File: src/rtl/wb_host_master_if.sv
// Host request/response port plus Wishbone classic master signals.
// The master modport is the wb_host_master view; slave is the harness/slave side.
interface wb_host_master_if #(
  parameter int unsigned ADDR_W = 32,
  parameter int unsigned DATA_W = 32
);
  localparam int unsigned SEL_W = DATA_W / 8;

  logic              req_valid;
  logic              req_ready;
  logic              req_we;
  logic [ADDR_W-1:0] req_addr;
  logic [DATA_W-1:0] req_wdata;
  logic [SEL_W-1:0]  req_sel;
  logic              rsp_valid;
  logic              rsp_ready;
  logic [DATA_W-1:0] rsp_data;
  logic              rsp_err;
  logic              wb_cyc_o;
  logic              wb_stb_o;
  logic              wb_we_o;
  logic [ADDR_W-1:0] wb_addr_o;
  logic [DATA_W-1:0] wb_data_o;
  logic [SEL_W-1:0]  wb_sel_o;
  logic [DATA_W-1:0] wb_data_i;
  logic              wb_ack_i;
  logic              wb_err_i;

  modport master (
    input  req_valid, req_we, req_addr, req_wdata, req_sel, rsp_ready,
           wb_data_i, wb_ack_i, wb_err_i,
    output req_ready, rsp_valid, rsp_data, rsp_err,
           wb_cyc_o, wb_stb_o, wb_we_o, wb_addr_o, wb_data_o, wb_sel_o
  );

  modport slave (
    output req_valid, req_we, req_addr, req_wdata, req_sel, rsp_ready,
           wb_data_i, wb_ack_i, wb_err_i,
    input  req_ready, rsp_valid, rsp_data, rsp_err,
           wb_cyc_o, wb_stb_o, wb_we_o, wb_addr_o, wb_data_o, wb_sel_o
  );
endinterface

File: src/rtl/wb_host_master.sv
// Single-outstanding Wishbone classic (B3) master: one valid/ready request
// becomes one single-beat bus cycle, with a watchdog against silent slaves.
module wb_host_master #(
  parameter int unsigned ADDR_W  = 32,
  parameter int unsigned DATA_W  = 32,
  parameter int unsigned TIMEOUT = 255,
  parameter int unsigned TMR_W   = 8
) (
  input  logic              clock,
  input  logic              reset_n,
  wb_host_master_if.master  bus
);
  localparam int unsigned SEL_W = DATA_W / 8;
  localparam bit WD_EN = (TIMEOUT != 0);
  localparam logic [TMR_W-1:0] TMR_LAST = TMR_W'((TIMEOUT == 0) ? 0 : TIMEOUT - 1);

  typedef enum logic [1:0] {IDLE, BUS, RESP} state_t;

  state_t            state_q, state_d;
  logic              cyc_q, cyc_d;
  logic              we_q, we_d;
  logic [ADDR_W-1:0] addr_q, addr_d;
  logic [DATA_W-1:0] wdata_q, wdata_d;
  logic [SEL_W-1:0]  sel_q, sel_d;
  logic              req_ready_q, req_ready_d;
  logic              rsp_valid_q, rsp_valid_d;
  logic [DATA_W-1:0] rsp_data_q, rsp_data_d;
  logic              rsp_err_q, rsp_err_d;
  logic [TMR_W-1:0]  timer_q, timer_d;
  logic              done_c;
  logic              expire_c;

  assign done_c   = bus.wb_ack_i | bus.wb_err_i;
  assign expire_c = WD_EN && (timer_q == TMR_LAST);

  // State register
  always_ff @(posedge clock or negedge reset_n) begin
    if (!reset_n) state_q <= IDLE;
    else          state_q <= state_d;
  end

  // Next-state logic
  always_comb begin
    state_d = state_q;
    case (state_q)
      IDLE:    if (bus.req_valid)         state_d = BUS;
      BUS:     if (done_c || expire_c)    state_d = RESP;
      RESP:    if (bus.rsp_ready)         state_d = IDLE;
      default:                            state_d = IDLE;
    endcase
  end

  // Next values for the registered outputs and watchdog
  always_comb begin
    cyc_d       = cyc_q;
    we_d        = we_q;
    addr_d      = addr_q;
    wdata_d     = wdata_q;
    sel_d       = sel_q;
    req_ready_d = req_ready_q;
    rsp_valid_d = rsp_valid_q;
    rsp_data_d  = rsp_data_q;
    rsp_err_d   = rsp_err_q;
    timer_d     = timer_q;
    case (state_q)
      IDLE: begin
        if (bus.req_valid) begin
          cyc_d       = 1'b1;
          we_d        = bus.req_we;
          addr_d      = bus.req_addr;
          wdata_d     = bus.req_wdata;
          sel_d       = bus.req_sel;
          req_ready_d = 1'b0;
          timer_d     = '0;
        end
      end
      BUS: begin
        if (done_c) begin
          // Error wins over a simultaneous ack; only clean read acks carry data.
          cyc_d       = 1'b0;
          rsp_valid_d = 1'b1;
          rsp_err_d   = bus.wb_err_i;
          rsp_data_d  = (!we_q && bus.wb_ack_i && !bus.wb_err_i) ? bus.wb_data_i : '0;
        end else if (expire_c) begin
          cyc_d       = 1'b0;
          rsp_valid_d = 1'b1;
          rsp_err_d   = 1'b1;
          rsp_data_d  = '0;
        end else if (timer_q != '1) begin
          timer_d = timer_q + TMR_W'(1);
        end
      end
      RESP: begin
        if (bus.rsp_ready) begin
          rsp_valid_d = 1'b0;
          rsp_err_d   = 1'b0;
          rsp_data_d  = '0;
          req_ready_d = 1'b1;
        end
      end
      default: ;
    endcase
  end

  // Output and datapath registers
  always_ff @(posedge clock or negedge reset_n) begin
    if (!reset_n) begin
      cyc_q       <= 1'b0;
      we_q        <= 1'b0;
      addr_q      <= '0;
      wdata_q     <= '0;
      sel_q       <= '0;
      req_ready_q <= 1'b1;
      rsp_valid_q <= 1'b0;
      rsp_data_q  <= '0;
      rsp_err_q   <= 1'b0;
      timer_q     <= '0;
    end else begin
      cyc_q       <= cyc_d;
      we_q        <= we_d;
      addr_q      <= addr_d;
      wdata_q     <= wdata_d;
      sel_q       <= sel_d;
      req_ready_q <= req_ready_d;
      rsp_valid_q <= rsp_valid_d;
      rsp_data_q  <= rsp_data_d;
      rsp_err_q   <= rsp_err_d;
      timer_q     <= timer_d;
    end
  end

  assign bus.wb_cyc_o  = cyc_q;
  assign bus.wb_stb_o  = cyc_q;
  assign bus.wb_we_o   = we_q;
  assign bus.wb_addr_o = addr_q;
  assign bus.wb_data_o = wdata_q;
  assign bus.wb_sel_o  = sel_q;
  assign bus.req_ready = req_ready_q;
  assign bus.rsp_valid = rsp_valid_q;
  assign bus.rsp_data  = rsp_data_q;
  assign bus.rsp_err   = rsp_err_q;
endmodule
File: src/flat_wrapper.sv
// flat-port wrapper written by rule: the top's interface ports become plain ports
module wb_host_master_flat 
#(
  parameter int unsigned ADDR_W  = 32,
  parameter int unsigned DATA_W  = 32,
  parameter int unsigned TIMEOUT = 255,
  parameter int unsigned TMR_W   = 8
)
  (clock, reset_n, bus_req_valid, bus_req_we, bus_req_addr, bus_req_wdata, bus_req_sel, bus_rsp_ready, bus_wb_data_i, bus_wb_ack_i, bus_wb_err_i, bus_req_ready, bus_rsp_valid, bus_rsp_data, bus_rsp_err, bus_wb_cyc_o, bus_wb_stb_o, bus_wb_we_o, bus_wb_addr_o, bus_wb_data_o, bus_wb_sel_o);
  wb_host_master_if #(.ADDR_W(ADDR_W), .DATA_W(DATA_W)) bus_i ();
  input  logic clock;
  input  logic reset_n;
  input wire logic [$bits(bus_i.req_valid)-1:0] bus_req_valid;
  input wire logic [$bits(bus_i.req_we)-1:0] bus_req_we;
  input wire logic [$bits(bus_i.req_addr)-1:0] bus_req_addr;
  input wire logic [$bits(bus_i.req_wdata)-1:0] bus_req_wdata;
  input wire logic [$bits(bus_i.req_sel)-1:0] bus_req_sel;
  input wire logic [$bits(bus_i.rsp_ready)-1:0] bus_rsp_ready;
  input wire logic [$bits(bus_i.wb_data_i)-1:0] bus_wb_data_i;
  input wire logic [$bits(bus_i.wb_ack_i)-1:0] bus_wb_ack_i;
  input wire logic [$bits(bus_i.wb_err_i)-1:0] bus_wb_err_i;
  output wire logic [$bits(bus_i.req_ready)-1:0] bus_req_ready;
  output wire logic [$bits(bus_i.rsp_valid)-1:0] bus_rsp_valid;
  output wire logic [$bits(bus_i.rsp_data)-1:0] bus_rsp_data;
  output wire logic [$bits(bus_i.rsp_err)-1:0] bus_rsp_err;
  output wire logic [$bits(bus_i.wb_cyc_o)-1:0] bus_wb_cyc_o;
  output wire logic [$bits(bus_i.wb_stb_o)-1:0] bus_wb_stb_o;
  output wire logic [$bits(bus_i.wb_we_o)-1:0] bus_wb_we_o;
  output wire logic [$bits(bus_i.wb_addr_o)-1:0] bus_wb_addr_o;
  output wire logic [$bits(bus_i.wb_data_o)-1:0] bus_wb_data_o;
  output wire logic [$bits(bus_i.wb_sel_o)-1:0] bus_wb_sel_o;
  assign bus_i.req_valid = bus_req_valid;
  assign bus_i.req_we = bus_req_we;
  assign bus_i.req_addr = bus_req_addr;
  assign bus_i.req_wdata = bus_req_wdata;
  assign bus_i.req_sel = bus_req_sel;
  assign bus_i.rsp_ready = bus_rsp_ready;
  assign bus_i.wb_data_i = bus_wb_data_i;
  assign bus_i.wb_ack_i = bus_wb_ack_i;
  assign bus_i.wb_err_i = bus_wb_err_i;
  assign bus_req_ready = bus_i.req_ready;
  assign bus_rsp_valid = bus_i.rsp_valid;
  assign bus_rsp_data = bus_i.rsp_data;
  assign bus_rsp_err = bus_i.rsp_err;
  assign bus_wb_cyc_o = bus_i.wb_cyc_o;
  assign bus_wb_stb_o = bus_i.wb_stb_o;
  assign bus_wb_we_o = bus_i.wb_we_o;
  assign bus_wb_addr_o = bus_i.wb_addr_o;
  assign bus_wb_data_o = bus_i.wb_data_o;
  assign bus_wb_sel_o = bus_i.wb_sel_o;
  wb_host_master #(.ADDR_W(ADDR_W), .DATA_W(DATA_W), .TIMEOUT(TIMEOUT), .TMR_W(TMR_W)) u_core (.clock(clock), .reset_n(reset_n), .bus(bus_i));
endmodule
File: config.mk
export PLATFORM = sky130hd
export DESIGN_NAME = wb_host_master_flat
export DESIGN_NICKNAME = d
export VERILOG_FILES = /design/src/rtl/wb_host_master_if.sv /design/src/rtl/wb_host_master.sv /design/src/flat_wrapper.sv
export SDC_FILE = /design/constraint.sdc
export NUM_CORES = 1
export LEC_CHECK = 0
export BUFFER_PORTS_ARGS = -buffer_cell sky130_fd_sc_hd__buf_2
export CAP_MARGIN = 20
export CORE_MARGIN = 2
export CORE_UTILIZATION = 30
export CTS_CLUSTER_SIZE = 40
export DETAILED_ROUTE_END_ITERATION = 8
export PLACE_DENSITY = 0.53
export SLEW_MARGIN = 25
export SYNTH_ARGS = -nofsm -noshare
export SYNTH_HDL_FRONTEND = slang
export SYNTH_SLANG_ARGS = --single-unit
File: constraint.sdc
create_clock -name clock -period 2.25 [get_ports clock]
set_clock_uncertainty 0.05 [all_clocks]
set_input_delay 0 -clock clock [delete_from_list [all_inputs] [get_ports clock]]
set_output_delay 0 -clock clock [all_outputs]
set_load 0.03 [all_outputs]
==> impl_metrics.yaml <==
timing:
  setup_slack_ns: 0.147
  hold_viol_final: 0
  relSlewSlack_pct: 65.4
  finalMaxSlewViolations: 0
  rsz0062_at_grt: "no"
  tns_ns: 0
  setup_viol_count_final: 0
  fin_crit_sh_pct: 93.5
  tightest_slew_ns: 0.519
  max_freq_mhz: 476
  fin_crit_ns: 2.10
finish:
  fin_cells: 836
  multi_input_area_mm2: 0.00157
  area_growth_pct: 66.4
  regArea_mm2: 0.00288
  drive_gt1_share_pct: 50.8
  mostFrequentLayoutCell: "buf_2"
  mostFrequentLayoutCells: "211 x buf_2, 114 x dfrtp_1, 107 x dlygate4sd3_1"
  fillers: 1274
  nets: 749
  diodes: 0
drt:
  wl_um: 12700
  vias: 3865
  first_pass_iters: 4
  vias_per_cell: 4.62
  remaining_drc_errors: 0
  ant_nets: 0
  wl_per_cell_um: 15.1
  drtIter0Drc: 187
global_route:
  grt_overflow: 0
  antenna_found_initial: 0
  grt_start_max_net_pins: 53
  track_usage_pct: 15.8
  grt_pass1_vias: 4111
  grt_pass1_wl_um: 20100
clock_tree:
  insertion_delay_ns: 0.41
  cts.sinks: 115
  postCtsSetupBuffers: 0
  clk_path_buf_depth: 2
  cts_tree: "done"
  cts_buffers: 17
  root_buffer: "clkbuf_16"
  htreeDepth: 4
  clk_pin_slew_worst_paths_ns: 0.05
critical_path:
  reg2reg_from: "u_core.state_q[1]$_DFFE_PN0P_"
  crit_slowest_cell: "or3b_2"
  worst_ep_required_time_ns: 2.54
  cp.arrival_ns: 2.39
  path_class: "flip-flop to flip-flop"
  crit_chain: "inv_1 -> ha_1 -> or3b_2 -> a41oi_4 -> or3b_1 -> buf_4 -> a22o_1"
  end_kind: "flip-flop"
  r2r_end: "u_core.bus.rsp_data[3]$_DFFE_PN0P_"
  critPathMaxFanout: 19
  r2r_cells: 7
  crit_path_start_kind: "flip-flop"
  reg2reg_setup_slack_ns: 0.15
  cpPeakStageDelay_ns: 0.49
  critPathLaunch: "u_core.state_q[1]$_DFFE_PN0P_"
floorplan:
  die_x_um: 127
  start_util_pct: 30.3
  rows: 45
  fp.dieH_um: 127
  ios: 213
  fp.dieArea_mm2: 0.0162
  core_area_mm2: 0.0150
min_path:
  hp-class: "primary input to asynchronous set/reset pin"
flow_run:
  maxCapViolCount: 0
synthesis:
  ys_seq_area_share_pct: 63.2
  syn_avg_cell_area_um2: 14.9
  yosysUniqueCellTypes: 39
  syn_nets: 419
  yosysWarnings: 0
  ys_ff_latch: 115
  synth-async-reset-ratio_pct: 100
  syn_area_mm2: 0.00456
  yosys_most_used_dff: "dfrtp_1"
  synth_edf_count: 0
  netlist_instances: 306
power_and_ir_drop:
  clkPwrFrac_pct: 25.9
  power_w: 0.0115
  peakVddDrop_mv: 0.833
  p_comb_share_pct: 43.6
  power.share.switching_pct: 40.0
  power_density_mw_per_mm2: 1510
  p_leak_nw: 3.76
  p_int_w: 0.00688
  switchingPower_w: 0.00457
  seqPwrFrac_pct: 30.5
place:
  post-place-ws_ns: 0.172
  port_buffers: 212
  dp_hpwl_um: 7790
  dp.cells: 698
  place.gp.congestion: 0.743
run_status:
  status: "finished, final reports clean"
[cells by family after synthesis]
group / count (synthesis) / share of synthesized area, %
flops: 115 / 63.2
compound gates: 60 / 10.7
simple gates: 30 / 3.90
buf+inv: 22 / 2.64
mux: 73 / 18.0
fa+ha+maj: 6 / 1.65
[synth_stat cells (all sizes together) (2+ instances only)]
library cell,n,share of area (%)
a21oi,5,0.55
a22o,32,6.2
a31oi,4,0.55
a41oi,3,0.99
and4,2,0.44
buf,6,1.3
clkbuf,12,0.99
dfrtp,114,63
ha,6,1.6
inv,4,0.33
mux2,71,18
mux2i,2,0.44
nand2,6,0.49
nand2b,4,0.55
nand3,3,0.33
nand4,2,0.27
nor2,3,0.25
nor2b,3,0.41
o21ai,7,0.77
or3b,2,0.38
[worst max-delay path by stage]
stage	depth (start not counted)	slack [ns]	to
floorplan	6	0.26	u_core.timer_q[1]$_DFFE_PN0P_
global placement	7	0.25	u_core.bus.rsp_data[13]$_DFFE_PN0P_
detailed placement	7	0.17	u_core.bus.rsp_data[17]$_DFFE_PN0P_
CTS	7	0.16	u_core.bus.rsp_data[8]$_DFFE_PN0P_
global route	7	0.03	u_core.bus.rsp_data[3]$_DFFE_PN0P_
finish	7	0.15	u_core.bus.rsp_data[3]$_DFFE_PN0P_
[flip-flops by register name (all words and copies together), names as in the netlist]
signal	flops
u_core.bus.req_ready	1
u_core.state_q	2
u_core.bus.rsp_valid	1
u_core.bus.wb_data_o	32
u_core.bus.rsp_err	1
u_core.bus.wb_we_o	1
u_core.bus.rsp_data	32
u_core.timer_q	8
u_core.bus.wb_cyc_o	1
u_core.bus.wb_sel_o	4
u_core.bus.wb_addr_o	32
[worst max-delay path, delay by kind of cell, from the launching register on]
family,cells,cell delay [ns]
DFF,1,0.40
and+or+nand+nor,2,0.66
AOI/OAI and AO/OA,2,0.42
adders and majority gates,1,0.16
buffers and inverters,2,0.34
[layout make-up]
| type | count | area share [%] |
|---|---|---|
| clock buffer | 23 | 6.70 |
| clock inverter | 8 | 1.93 |
| inverter | 4 | 0.198 |
| multi-input combinational | 169 | 20.6 |
| sequential | 115 | 38.0 |
| tap | 188 | 3.10 |
| timing repair buffer | 329 | 29.5 |
[metrics by stage]
stage / instance area [um2] / hold WS (ns) / utilization, %
after floorplan: 4560 / -0.346 / -
after global placement: 5860 / -0.0736 / 39.0
after detailed placement: 5860 / -0.0646 / 39.0
after CTS: 7580 / 0.0296 / 50.4
after global routing: 7580 / 0.0661 / 50.4
final: 7580 / 0.0279 / 50.4
[layer usage]
layer | track usage [%] | part of all wire, % | vias to the layer above
met5 | 0 | 0 | -
met4 | 7.63 | 2.2 | 0
met3 | 5.57 | 7.5 | 20
met2 | 26.0 | 50 | 164
met1 | 18.5 | 41 | 1897
li1 | - | - | 1784
[power groups by stage]
stage          sequential [W]  clock [W]  combinational, W
2_1_floorplan         0.00525          0           0.00170
3_3_place_gp          0.00346          0           0.00482
3_5_place_dp          0.00349          0           0.00487
4_1_cts               0.00348    0.00303           0.00503
5_1_grt               0.00361    0.00311           0.00530
6_report              0.00349    0.00296           0.00499
[timing repair]
item                       in CTS  in global routing
hold endpoints to repair      219                  0
setup endpoints to repair       0                  0
hold buffers                  107                  0
gates resized for setup         0                  0
Power figures use the tool's default switching activity.
